$ cat src/rtl/digit_scan_pkg.sv
// Shared constants for the digit cascade / scan display slice.
// Glyphs are {g,f,e,d,c,b,a}, active-high.
package digit_scan_pkg;

  localparam int DIGIT_W = 4;

  localparam logic [6:0] SEG_0 = 7'h3F;
  localparam logic [6:0] SEG_1 = 7'h06;
  localparam logic [6:0] SEG_2 = 7'h5B;
  localparam logic [6:0] SEG_3 = 7'h4F;
  localparam logic [6:0] SEG_4 = 7'h66;
  localparam logic [6:0] SEG_5 = 7'h6D;
  localparam logic [6:0] SEG_6 = 7'h7D;
  localparam logic [6:0] SEG_7 = 7'h07;
  localparam logic [6:0] SEG_8 = 7'h7F;
  localparam logic [6:0] SEG_9 = 7'h6F;
  localparam logic [6:0] SEG_A = 7'h77;
  localparam logic [6:0] SEG_B = 7'h7C;
  localparam logic [6:0] SEG_C = 7'h39;
  localparam logic [6:0] SEG_D = 7'h5E;
  localparam logic [6:0] SEG_E = 7'h79;
  localparam logic [6:0] SEG_F = 7'h71;

  localparam logic [6:0] SEG_BLANK = 7'h00;

endpackage

$ cat src/rtl/digit_cascade_scan_if.sv
// Bundle between the upstream digit counter and the scan stage.
// master drives count inputs; slave presents the display outputs.
interface digit_cascade_scan_if #(
  parameter int DIGITS = 4
);
  import digit_scan_pkg::*;

  logic [DIGIT_W-1:0]        nums;
  logic                      cout;
  logic                      clr;
  logic [6:0]                seg;
  logic [DIGITS-1:0]         an;
  logic                      ovf;
  logic [DIGIT_W*DIGITS-1:0] value;

  modport master (
    output nums, cout, clr,
    input  seg, an, ovf, value
  );

  modport slave (
    input  nums, cout, clr,
    output seg, an, ovf, value
  );

endinterface

$ cat src/rtl/seg7_decode.sv
// Combinational hex digit to 7-segment glyph decoder.
// Every 4-bit code decodes to its hex glyph.
module seg7_decode
  import digit_scan_pkg::*;
(
  input  logic [DIGIT_W-1:0] digit_i,
  output logic [6:0]         seg_o
);

  always_comb begin
    seg_o = SEG_BLANK;
    case (digit_i)
      4'h0: seg_o = SEG_0;
      4'h1: seg_o = SEG_1;
      4'h2: seg_o = SEG_2;
      4'h3: seg_o = SEG_3;
      4'h4: seg_o = SEG_4;
      4'h5: seg_o = SEG_5;
      4'h6: seg_o = SEG_6;
      4'h7: seg_o = SEG_7;
      4'h8: seg_o = SEG_8;
      4'h9: seg_o = SEG_9;
      4'hA: seg_o = SEG_A;
      4'hB: seg_o = SEG_B;
      4'hC: seg_o = SEG_C;
      4'hD: seg_o = SEG_D;
      4'hE: seg_o = SEG_E;
      4'hF: seg_o = SEG_F;
      default: seg_o = SEG_BLANK;
    endcase
  end

endmodule

$ cat src/rtl/digit_cascade_scan.sv
// Upper-digit carry cascade plus multiplexed 7-segment scan.
// Define LEADING_ZERO_BLANK_EN to blank leading zero digits.
module digit_cascade_scan
  import digit_scan_pkg::*;
#(
  parameter int DIGITS   = 4,
  parameter int RADIX    = 16,
  parameter int SCAN_DIV = 4
) (
  input logic clk,
  input logic rst,
  digit_cascade_scan_if.slave bus
);

  localparam int IW = $clog2(DIGITS);
  localparam int PW = (SCAN_DIV > 1) ? $clog2(SCAN_DIV) : 1;
  localparam logic [DIGIT_W-1:0] DMAX = DIGIT_W'(RADIX - 1);

  typedef logic [DIGIT_W-1:0] dig_t;

  dig_t            dig_q [1:DIGITS-1];
  dig_t            dig_d [1:DIGITS-1];
  logic            ovf_q, ovf_d;
  logic [PW-1:0]   presc_q, presc_d;
  logic [IW-1:0]   idx_q, idx_d;
  logic [6:0]      seg_q, seg_d;
  logic [DIGITS-1:0] an_q, an_d;
  dig_t            sel;
  logic [6:0]      glyph;
  logic            blank_sel;
  logic            carry;

  // One cout pulse ripples through the whole chain on the same edge.
  always_comb begin
    carry = bus.cout;
    for (int k = 1; k < DIGITS; k++) begin
      dig_d[k] = dig_q[k];
      if (carry)
        dig_d[k] = (dig_q[k] == DMAX) ? '0 : dig_q[k] + 1'b1;
      carry = carry && (dig_q[k] == DMAX);
    end
    ovf_d = ovf_q | carry;
    if (bus.clr) begin
      for (int k = 1; k < DIGITS; k++)
        dig_d[k] = '0;
      ovf_d = 1'b0;
    end
  end

  always_comb begin
    presc_d = presc_q + 1'b1;
    idx_d   = idx_q;
    if (presc_q == PW'(SCAN_DIV - 1)) begin
      presc_d = '0;
      idx_d   = (idx_q == IW'(DIGITS - 1)) ? '0 : idx_q + 1'b1;
    end
  end

  always_comb begin
    sel = bus.nums;
    for (int k = 1; k < DIGITS; k++)
      if (idx_q == IW'(k))
        sel = dig_q[k];
  end

`ifdef LEADING_ZERO_BLANK_EN
  logic [DIGITS-1:0] blank;
  logic              zero_above;

  // Digit k blanks only when it and everything above it are zero.
  always_comb begin
    zero_above = 1'b1;
    blank      = '0;
    for (int k = DIGITS - 1; k >= 1; k--) begin
      zero_above = zero_above && (dig_q[k] == '0);
      blank[k]   = zero_above;
    end
    blank_sel = blank[idx_q];
  end
`else
  assign blank_sel = 1'b0;
`endif

  seg7_decode u_dec (
    .digit_i (sel),
    .seg_o   (glyph)
  );

  always_comb begin
    seg_d = blank_sel ? SEG_BLANK : glyph;
    an_d  = DIGITS'(1) << idx_q;
  end

  always_ff @(posedge clk or posedge rst) begin
    if (rst) begin
      for (int k = 1; k < DIGITS; k++)
        dig_q[k] <= '0;
      ovf_q   <= 1'b0;
      presc_q <= '0;
      idx_q   <= '0;
      seg_q   <= SEG_BLANK;
      an_q    <= '0;
    end else begin
      for (int k = 1; k < DIGITS; k++)
        dig_q[k] <= dig_d[k];
      ovf_q   <= ovf_d;
      presc_q <= presc_d;
      idx_q   <= idx_d;
      seg_q   <= seg_d;
      an_q    <= an_d;
    end
  end

  always_comb begin
    bus.value = '0;
    bus.value[DIGIT_W-1:0] = bus.nums;
    for (int k = 1; k < DIGITS; k++)
      bus.value[k*DIGIT_W +: DIGIT_W] = dig_q[k];
  end

  assign bus.seg = seg_q;
  assign bus.an  = an_q;
  assign bus.ovf = ovf_q;

endmodule

$ cat src/flat_wrapper.sv
// flat-port wrapper written by rule: the top's interface ports become plain ports
module digit_cascade_scan_flat import digit_scan_pkg::*;
#(
  parameter int DIGITS   = 4,
  parameter int RADIX    = 16,
  parameter int SCAN_DIV = 4
)
  (clk, rst, bus_nums, bus_cout, bus_clr, bus_seg, bus_an, bus_ovf, bus_value);
  digit_cascade_scan_if #(.DIGITS(DIGITS)) bus_i ();
  input logic clk;
  input logic rst;
  input wire logic [$bits(bus_i.nums)-1:0] bus_nums;
  input wire logic [$bits(bus_i.cout)-1:0] bus_cout;
  input wire logic [$bits(bus_i.clr)-1:0] bus_clr;
  output wire logic [$bits(bus_i.seg)-1:0] bus_seg;
  output wire logic [$bits(bus_i.an)-1:0] bus_an;
  output wire logic [$bits(bus_i.ovf)-1:0] bus_ovf;
  output wire logic [$bits(bus_i.value)-1:0] bus_value;
  assign bus_i.nums = bus_nums;
  assign bus_i.cout = bus_cout;
  assign bus_i.clr = bus_clr;
  assign bus_seg = bus_i.seg;
  assign bus_an = bus_i.an;
  assign bus_ovf = bus_i.ovf;
  assign bus_value = bus_i.value;
  digit_cascade_scan #(.DIGITS(DIGITS), .RADIX(RADIX), .SCAN_DIV(SCAN_DIV)) u_core (.clk(clk), .rst(rst), .bus(bus_i));
endmodule
$ cat config.mk
export PLATFORM = sky130hd
export DESIGN_NAME = digit_cascade_scan_flat
export DESIGN_NICKNAME = d
export VERILOG_FILES = /design/src/rtl/digit_scan_pkg.sv /design/src/rtl/digit_cascade_scan_if.sv /design/src/rtl/seg7_decode.sv /design/src/rtl/digit_cascade_scan.sv /design/src/flat_wrapper.sv
export SDC_FILE = /design/constraint.sdc
export NUM_CORES = 1
export LEC_CHECK = 0
export ABC_AREA = 0
export BUFFER_PORTS_ARGS = -buffer_cell sky130_fd_sc_hd__buf_2
export CAP_MARGIN = 10
export CORE_ASPECT_RATIO = 1.5
export CORE_MARGIN = 1
export CORE_UTILIZATION = 31
export CTS_BUF_LIST = sky130_fd_sc_hd__clkbuf_8
export DETAILED_ROUTE_END_ITERATION = 10
export GPL_TIMING_DRIVEN = 0
export PLACE_DENSITY = 0.61
export SLEW_MARGIN = 40
export SYNTH_ARGS = -nofsm -noshare
export SYNTH_HDL_FRONTEND = slang
export SYNTH_SLANG_ARGS = --single-unit
$ cat constraint.sdc
create_clock -name clk -period 3.14 [get_ports clk]
set_input_delay 0.157 -clock clk [delete_from_list [all_inputs] [get_ports clk]]
set_output_delay 0.157 -clock clk [all_outputs]
set_load 0.02 [all_outputs]
After elaboration in Yosys (flattened, before gate mapping)
Memories as Yosys holds them, arrays and structs flattened. A register that Yosys moved wholly into a read port is not among the register bits.
Cells that the tools add are included.
{ "classes": {"add_sub_neg": 5, "eq_ne": 7, "shifts": 1, "muxes": 13, "bitwise_logic": 1, "reduce_logical": 6} }
{ "op_table": {"columns": ["cell", "count"], "rows": [
  ["$mux W4", 9],
  ["$add A4 B1 Y4 const B", 3],
  ["$eq A4 B4 Y1 const B", 3],
  ["$mux W12", 1],
  ["$eq A2 B2 Y1 const B", 3],
  ["$reduce_bool A2 Y1", 3],
  ["$add A2 B1 Y2 const B", 2],
  ["$mux W2", 2],
  ["$shl A1 B2 Y4 const A", 1],
  ["$logic_and A1 B1 Y1", 3],
  ["$eq A2 B1 Y1 const B", 1],
  ["$mux W1", 1],
  ["$or A1 B1 Y1", 1]
]} }
{ "totals": {"regBits": 21, "rom_bits": 112, "in_bits": 8, "elab_cells": 41, "mem_count": 1} }
{ "mem_list": {"columns": ["name", "depth", "word_bits", "read_ports", "rd_clocked_by_memory_dff", "wr", "line", "text"], "rows": [
  ["(name not given)", 16, 7, 1, 1, 0, "seg7_decode.sv:12", "case (digit_i)"]
]} }

Depth between registers and ports, before layout
{ "logic_depth": {"ltp_word": 6, "mapped_depth": 10, "mapped_depth_nobuf": 9} }

Modules after synthesis
From an unflattened synthesis, not the netlist that was laid out.
{ "hier_totals": {"hier_cells": 152, "hier_area_um2": 1600.3} }
{ "by_module_without_submodules": {"columns": ["module", "n_inst", "cells_per_inst", "area_each_um2", "seq_area_each_um2"], "rows": [
  ["digit_cascade_scan", 1, 119, 1310.0, 700.7],
  ["seg7_decode", 1, 33, 290.3, 0.0]
]} }

Worst setup path after synthesis
No wires, ideal clock.
{ "synth_path": {"path_kind": "reg-to-reg", "start": "register u_core.idx_q[1]", "end": "register u_core.seg_q[6], in the netlist u_core.bus.seg[6]", "setup_ps": 87, "t_arrival_ps": 2258, "required_time_ps": 3053, "path_slack_ps": 794, "path_stages_with_launch": 10, "n_path_buf": 1, "period_less_slack_ps": 2346, "cell_sequence": "dfrtp_1 -> inv_1 -> ha_1 -> buf_6 -> mux2i_1 -> a221oi_1 -> inv_1 -> ha_1 -> mux2_2 -> a22oi_1"} }
{ "synth_via": {"elab_chain_len": 4} }
{ "synth_lines": {"columns": ["element", "line", "text"], "rows": [
  ["start: declaration", "digit_cascade_scan.sv:25", "logic [IW-1:0] idx_q, idx_d;"],
  ["start signal: assignment", "digit_cascade_scan.sv:108", "idx_q <= idx_d;"],
  ["$eq A2 B1 Y1", "digit_cascade_scan.sv:62", "if (idx_q == IW'(k))"],
  ["$mux W4 (2 in a row)", "digit_cascade_scan.sv:62", null],
  ["$mux W4 *", "digit_cascade_scan.sv:62", null],
  ["end: declaration", "digit_cascade_scan.sv:26", "logic [6:0] seg_q, seg_d;"]
]} }
Every way passes the cells marked *; elsewhere a longest branch is shown, timed or not.
A chain may end at the register's enable or synchronous reset.

Final worst setup path
{ "layout_path": {"start": "register u_core.idx_q[1]", "end": "register u_core.seg_q[5], in the netlist u_core.bus.seg[5]"} }
Same word-level chain as after synthesis.

==> flow_metrics.env <==
export IMPL_r2r_start="u_core.idx_q[1]$_DFFE_PP0P_"
export IMPL_max_slew_margin_rel_pct=57.5
export IMPL_p_int_uw=524
export IMPL_cts_post_setup_buffers_inserted=0
export IMPL_synth_fa_ha_area_share_pct=11.7
export IMPL_sequential_element_share_of_the_synthesized_area_pct=43.6
export IMPL_unrepaired_setup_endpoints_after_global_routing="false"
export IMPL_globalRouteTotalUtil_pct=12.9
export IMPL_r2r_worst_path_cells=10
export IMPL_maxCapViolations=0
export IMPL_cts_buffers_inserted=3
export IMPL_clk_pin_slew_ps=100
export IMPL_place_detailed_hpwl_mm=2.35
export IMPL_number_of_antenna_violations_at_the_first_check_in_global_routing=0
export IMPL_setup_worst_path_start_class="flop"
export IMPL_asyncSetResetFlopFracSynth_pct=100
export IMPL_n_antenna_cell=0
export IMPL_first_global_vias=1188
export IMPL_final_setup_skew_ps=10.9
export IMPL_power_per_cell_area_nw_per_um2=363
export IMPL_drt_first_iter_violations=20
export IMPL_numClockSinks=28
export IMPL_post_route_util_pct=39.6
export IMPL_timing_setup_critical_path_class="reg -> reg"
export IMPL_maximum_vdd_ir_drop_v=0.000167
export IMPL_cts_repair_resized=0
export IMPL_post_place_cells=256
export IMPL_filler_cell_count=537
export IMPL_synth_enable_flop_cells=0
export IMPL_final_design_area_no_fill_sq_um=1930
export IMPL_status="completed"
export IMPL_count_of_warnings_emitted_by_yosys=0
export IMPL_timing_hold_worst_class="in -> reg"
export IMPL_routedWlPerCell_microns=12.0
export IMPL_number_of_vias_per_cell_after_detailed_routing=4.79
export IMPL_holdCritStartpoint="bus_clr"
export IMPL_worst_ep_required_time_ps=3330
export IMPL_ant_nets=0
export IMPL_drt_pass1_iterations=4
export IMPL_list_of_cells_traversed_by_the_critical_path="inv_1 -> ha_1 -> buf_6 -> and2b_2 -> a211oi_1 -> o31ai_1 -> inv_1 -> ha_1 -> mux2_2 -> a21oi_1"
export IMPL_simple_gate_area_share_of_the_yosys_netlist_pct=14.6
export IMPL_gp_congestion=0.719
export IMPL_r2r_end="u_core.bus.seg[5]$_DFF_PP0_"
export IMPL_synth_ff_latch_count=28
export IMPL_worst_hold_path_endpoint="u_core.bus.value[9]$_DFFE_PP0P_"
export IMPL_synth_net_count=177
export IMPL_p_comb_share_pct=14.2
export IMPL_total_negative_slack_for_setup_checks_ps=0
export IMPL_main_combinational_cell_family_by_area_after_synthesis="simple AND/OR/NAND/NOR gates"
export IMPL_crit_path_max_fanout=5
export IMPL_cts_tree="done"
export IMPL_share_of_final_layout_standard_cells_stronger_than_drive_strength_1_pct=28.7
export IMPL_mappedNetlistArea_sq_um=1610
export IMPL_whs_path_depth=2
export IMPL_netSwitchingPower_uw=178
export IMPL_setup_viol=0
export IMPL_placement_rows=31
export IMPL_finish_cell_count_without_fillers=261
export IMPL_fp_dieArea_sq_um=5480
export IMPL_maxClockFrequency_mhz=377
export IMPL_finalHoldViolCount=0
export IMPL_synth_xor_area_share_pct=2.73
export IMPL_ys_types=36
export IMPL_clk_root_buffer_cell="sky130_fd_sc_hd__clkbuf_8"
export IMPL_placeable_core_region_sq_um=4890
export IMPL_areaGrowthSynthToFinish_pct=20.3
export IMPL_worst_slew_pin_transition_ps=638
export IMPL_die_height_microns=90.2
export IMPL_hold_ws_ps=63.3
export IMPL_timing_critical_path_arrival_ps=2850
export IMPL_drc=0
export IMPL_ys_dominant_reg_cell="sky130_fd_sc_hd__dfrtp_1"
export IMPL_slowest_delay_ps=550
export IMPL_synthesis_instances=154
export IMPL_period_needed_ps=2660
export IMPL_synth_avg_cell_area_sq_um=10.4
export IMPL_floorplan_die_width_microns=60.8
export IMPL_port_buffers=35
export IMPL_yosys_mux_area_fraction_pct=7.09
export IMPL_clkPwrFrac_pct=32.2
export IMPL_gr_total_overflow=0
export IMPL_route_final_wire_length_mm=3.12
export IMPL_leakage_component_of_the_power_uw=0.000931
export IMPL_cts_root_to_sink_buffers=2
export IMPL_finish_net_count=219
export IMPL_htree_num_levels=1
export IMPL_ioPinCount=36
export IMPL_initial_core_utilization_pct=32.9
export IMPL_crit_slowest_cell="sky130_fd_sc_hd__o31ai_1"
export IMPL_maxSlewViolCount=0
export IMPL_worstSetupEndpointType="flop"
export IMPL_grt_pass1_wl_mm=5.41
export IMPL_detailroute_via_count=1250
export IMPL_dpl_cell_area_sq_um=1870
export IMPL_synth_compound_gate_area_share_pct=12.1
export IMPL_fin_crit_sh_pct=84.6
export IMPL_sequentialPowerShare_pct=53.6
export IMPL_grt_max_degree=29
export IMPL_clock_insertion_delay_worst_skew_ps=280
export IMPL_slack_of_the_worst_reg_to_reg_path_ps=480
export IMPL_p_sw_share_pct=25.4
==> cell usage in the layout, fill, tap and decap left out, types with 2 or more instances in the layout <==
cell,instances
sky130_fd_sc_hd__buf_2,36
sky130_fd_sc_hd__mux2_2,3
sky130_fd_sc_hd__nor2_1,8
sky130_fd_sc_hd__and3_1,3
sky130_fd_sc_hd__nor3_1,2
sky130_fd_sc_hd__a221oi_1,2
sky130_fd_sc_hd__inv_1,11
sky130_fd_sc_hd__mux2i_1,8
sky130_fd_sc_hd__clkbuf_8,4
sky130_fd_sc_hd__buf_6,2
sky130_fd_sc_hd__nand4_1,2
sky130_fd_sc_hd__ha_1,15
sky130_fd_sc_hd__nand3_1,3
sky130_fd_sc_hd__clkbuf_1,2
sky130_fd_sc_hd__xor2_1,2
sky130_fd_sc_hd__a21oi_1,11
sky130_fd_sc_hd__buf_4,5
sky130_fd_sc_hd__xnor2_1,3
sky130_fd_sc_hd__a2bb2oi_1,2
sky130_fd_sc_hd__or3_1,4
sky130_fd_sc_hd__nor3b_1,3
sky130_fd_sc_hd__dfrtp_1,28
sky130_fd_sc_hd__nand2_1,15
sky130_fd_sc_hd__o21ai_0,5
==> area by class of cell <==
type / instances / area (sq um) / share of cell area [%]
multi-input cells: 103 / 773 / 40.0
flip-flops and latches: 28 / 701 / 36.2
repair buffers: 37 / 189 / 9.77
plain buffers: 11 / 87.6 / 4.53
well taps: 66 / 82.6 / 4.27
clock buffers: 4 / 55.1 / 2.85
inverters: 12 / 45.0 / 2.33
==> kinds of logic (layout without fill, tap and decap cells) <==
group / count (synthesis) / after routing
adders and majority gates: 15 / 15
muxes: 11 / 11
buffers and inverters: 23 / 64
AOI/OAI and AO/OA: 27 / 27
and+or+nand+nor: 45 / 45
xor gates and xnor gates: 5 / 5
DFF: 28 / 28
==> state kept, by name, summed over array words and instances, names as in the netlist <==
signal / cells
u_core.bus.value: 12
u_core.bus.seg: 7
u_core.bus.an: 4
u_core.presc_q: 2
u_core.idx_q: 2
u_core.bus.ovf: 1
==> metrics by stage <==
step | setup slack, ps | power, uW
2_1_floorplan | 794 | 453
3_3_place_gp | 354 | 483
3_5_place_dp | 463 | 485
4_1_cts | 435 | 712
5_1_grt | 181 | 734
6_report | 485 | 702
==> worst max-delay path, delay by kind of cell, from the launching register on <==
kind                       cells  cell delay [ps]
buffers and inverters          3              460
DFF                            1              380
muxes                          1              280
and+or+nand+nor                1              190
adders and majority gates      2              510
AOI/OAI and AO/OA              3              760
==> power groups by stage <==
| stage | clock network (uW) | logic, uW | registers [uW] |
|---|---|---|---|
| 2_1_floorplan | 0 | 55.9 | 397 |
| 3_3_place_gp | 0 | 98.9 | 384 |
| 3_5_place_dp | 0 | 101 | 384 |
| 4_1_cts | 233 | 102 | 377 |
| 5_1_grt | 245 | 111 | 379 |
| 6_report | 226 | 99.4 | 377 |
==> per-layer routing <==
metal	track usage, %	routed length (microns)	vias to the layer above
met5	0	0	-
li1	-	-	614
met3	1.44	93	6
met1	16.5	1410	595
met2	21.2	1540	35
met4	5.68	76	0
==> synthesized netlist by cell type, types with 2 or more instances <==
| cell | instances | share of area, % |
|---|---|---|
| sky130_fd_sc_hd__nand2_1 | 15 | 3.5 |
| sky130_fd_sc_hd__or3_1 | 4 | 1.6 |
| sky130_fd_sc_hd__xnor2_1 | 3 | 1.6 |
| sky130_fd_sc_hd__nand4_1 | 2 | 0.78 |
| sky130_fd_sc_hd__nor2_1 | 8 | 1.9 |
| sky130_fd_sc_hd__clkbuf_1 | 2 | 0.47 |
| sky130_fd_sc_hd__buf_4 | 5 | 2.3 |
| sky130_fd_sc_hd__nor3b_1 | 3 | 1.4 |
| sky130_fd_sc_hd__nand3_1 | 3 | 0.93 |
| sky130_fd_sc_hd__and3_1 | 3 | 1.2 |
| sky130_fd_sc_hd__mux2i_1 | 8 | 5.0 |
| sky130_fd_sc_hd__buf_6 | 2 | 1.4 |
| sky130_fd_sc_hd__dfrtp_1 | 28 | 44 |
| sky130_fd_sc_hd__inv_1 | 12 | 2.8 |
| sky130_fd_sc_hd__a221oi_1 | 2 | 1.1 |
| sky130_fd_sc_hd__nor3_1 | 2 | 0.62 |
| sky130_fd_sc_hd__o21ai_0 | 5 | 1.6 |
| sky130_fd_sc_hd__a21oi_1 | 11 | 3.4 |
| sky130_fd_sc_hd__mux2_2 | 3 | 2.1 |
| sky130_fd_sc_hd__ha_1 | 15 | 12 |
| sky130_fd_sc_hd__xor2_1 | 2 | 1.1 |
| sky130_fd_sc_hd__a2bb2oi_1 | 2 | 1.1 |
==> what timing repair did <==
item | CTS | global route
hold endpoints to repair | 28 | 0
hold buffers | 1 | 0
endpoints found under the setup margin | 0 | 0
==> worst max-delay path by stage <==
stage                                start                     endpoint  slack (ps)
2_1_floorplan  u_core.idx_q[1]$_DFFE_PP0P_  u_core.bus.seg[6]$_DFF_PP0_         790
3_3_place_gp   u_core.idx_q[0]$_DFFE_PP0P_  u_core.bus.seg[6]$_DFF_PP0_         350
3_5_place_dp   u_core.idx_q[1]$_DFFE_PP0P_  u_core.bus.seg[5]$_DFF_PP0_         460
4_1_cts        u_core.idx_q[1]$_DFFE_PP0P_  u_core.bus.seg[5]$_DFF_PP0_         440
5_1_grt        u_core.idx_q[1]$_DFFE_PP0P_  u_core.bus.seg[5]$_DFF_PP0_         180
6_report       u_core.idx_q[1]$_DFFE_PP0P_  u_core.bus.seg[5]$_DFF_PP0_         480
Power figures use the tool's default switching activity.
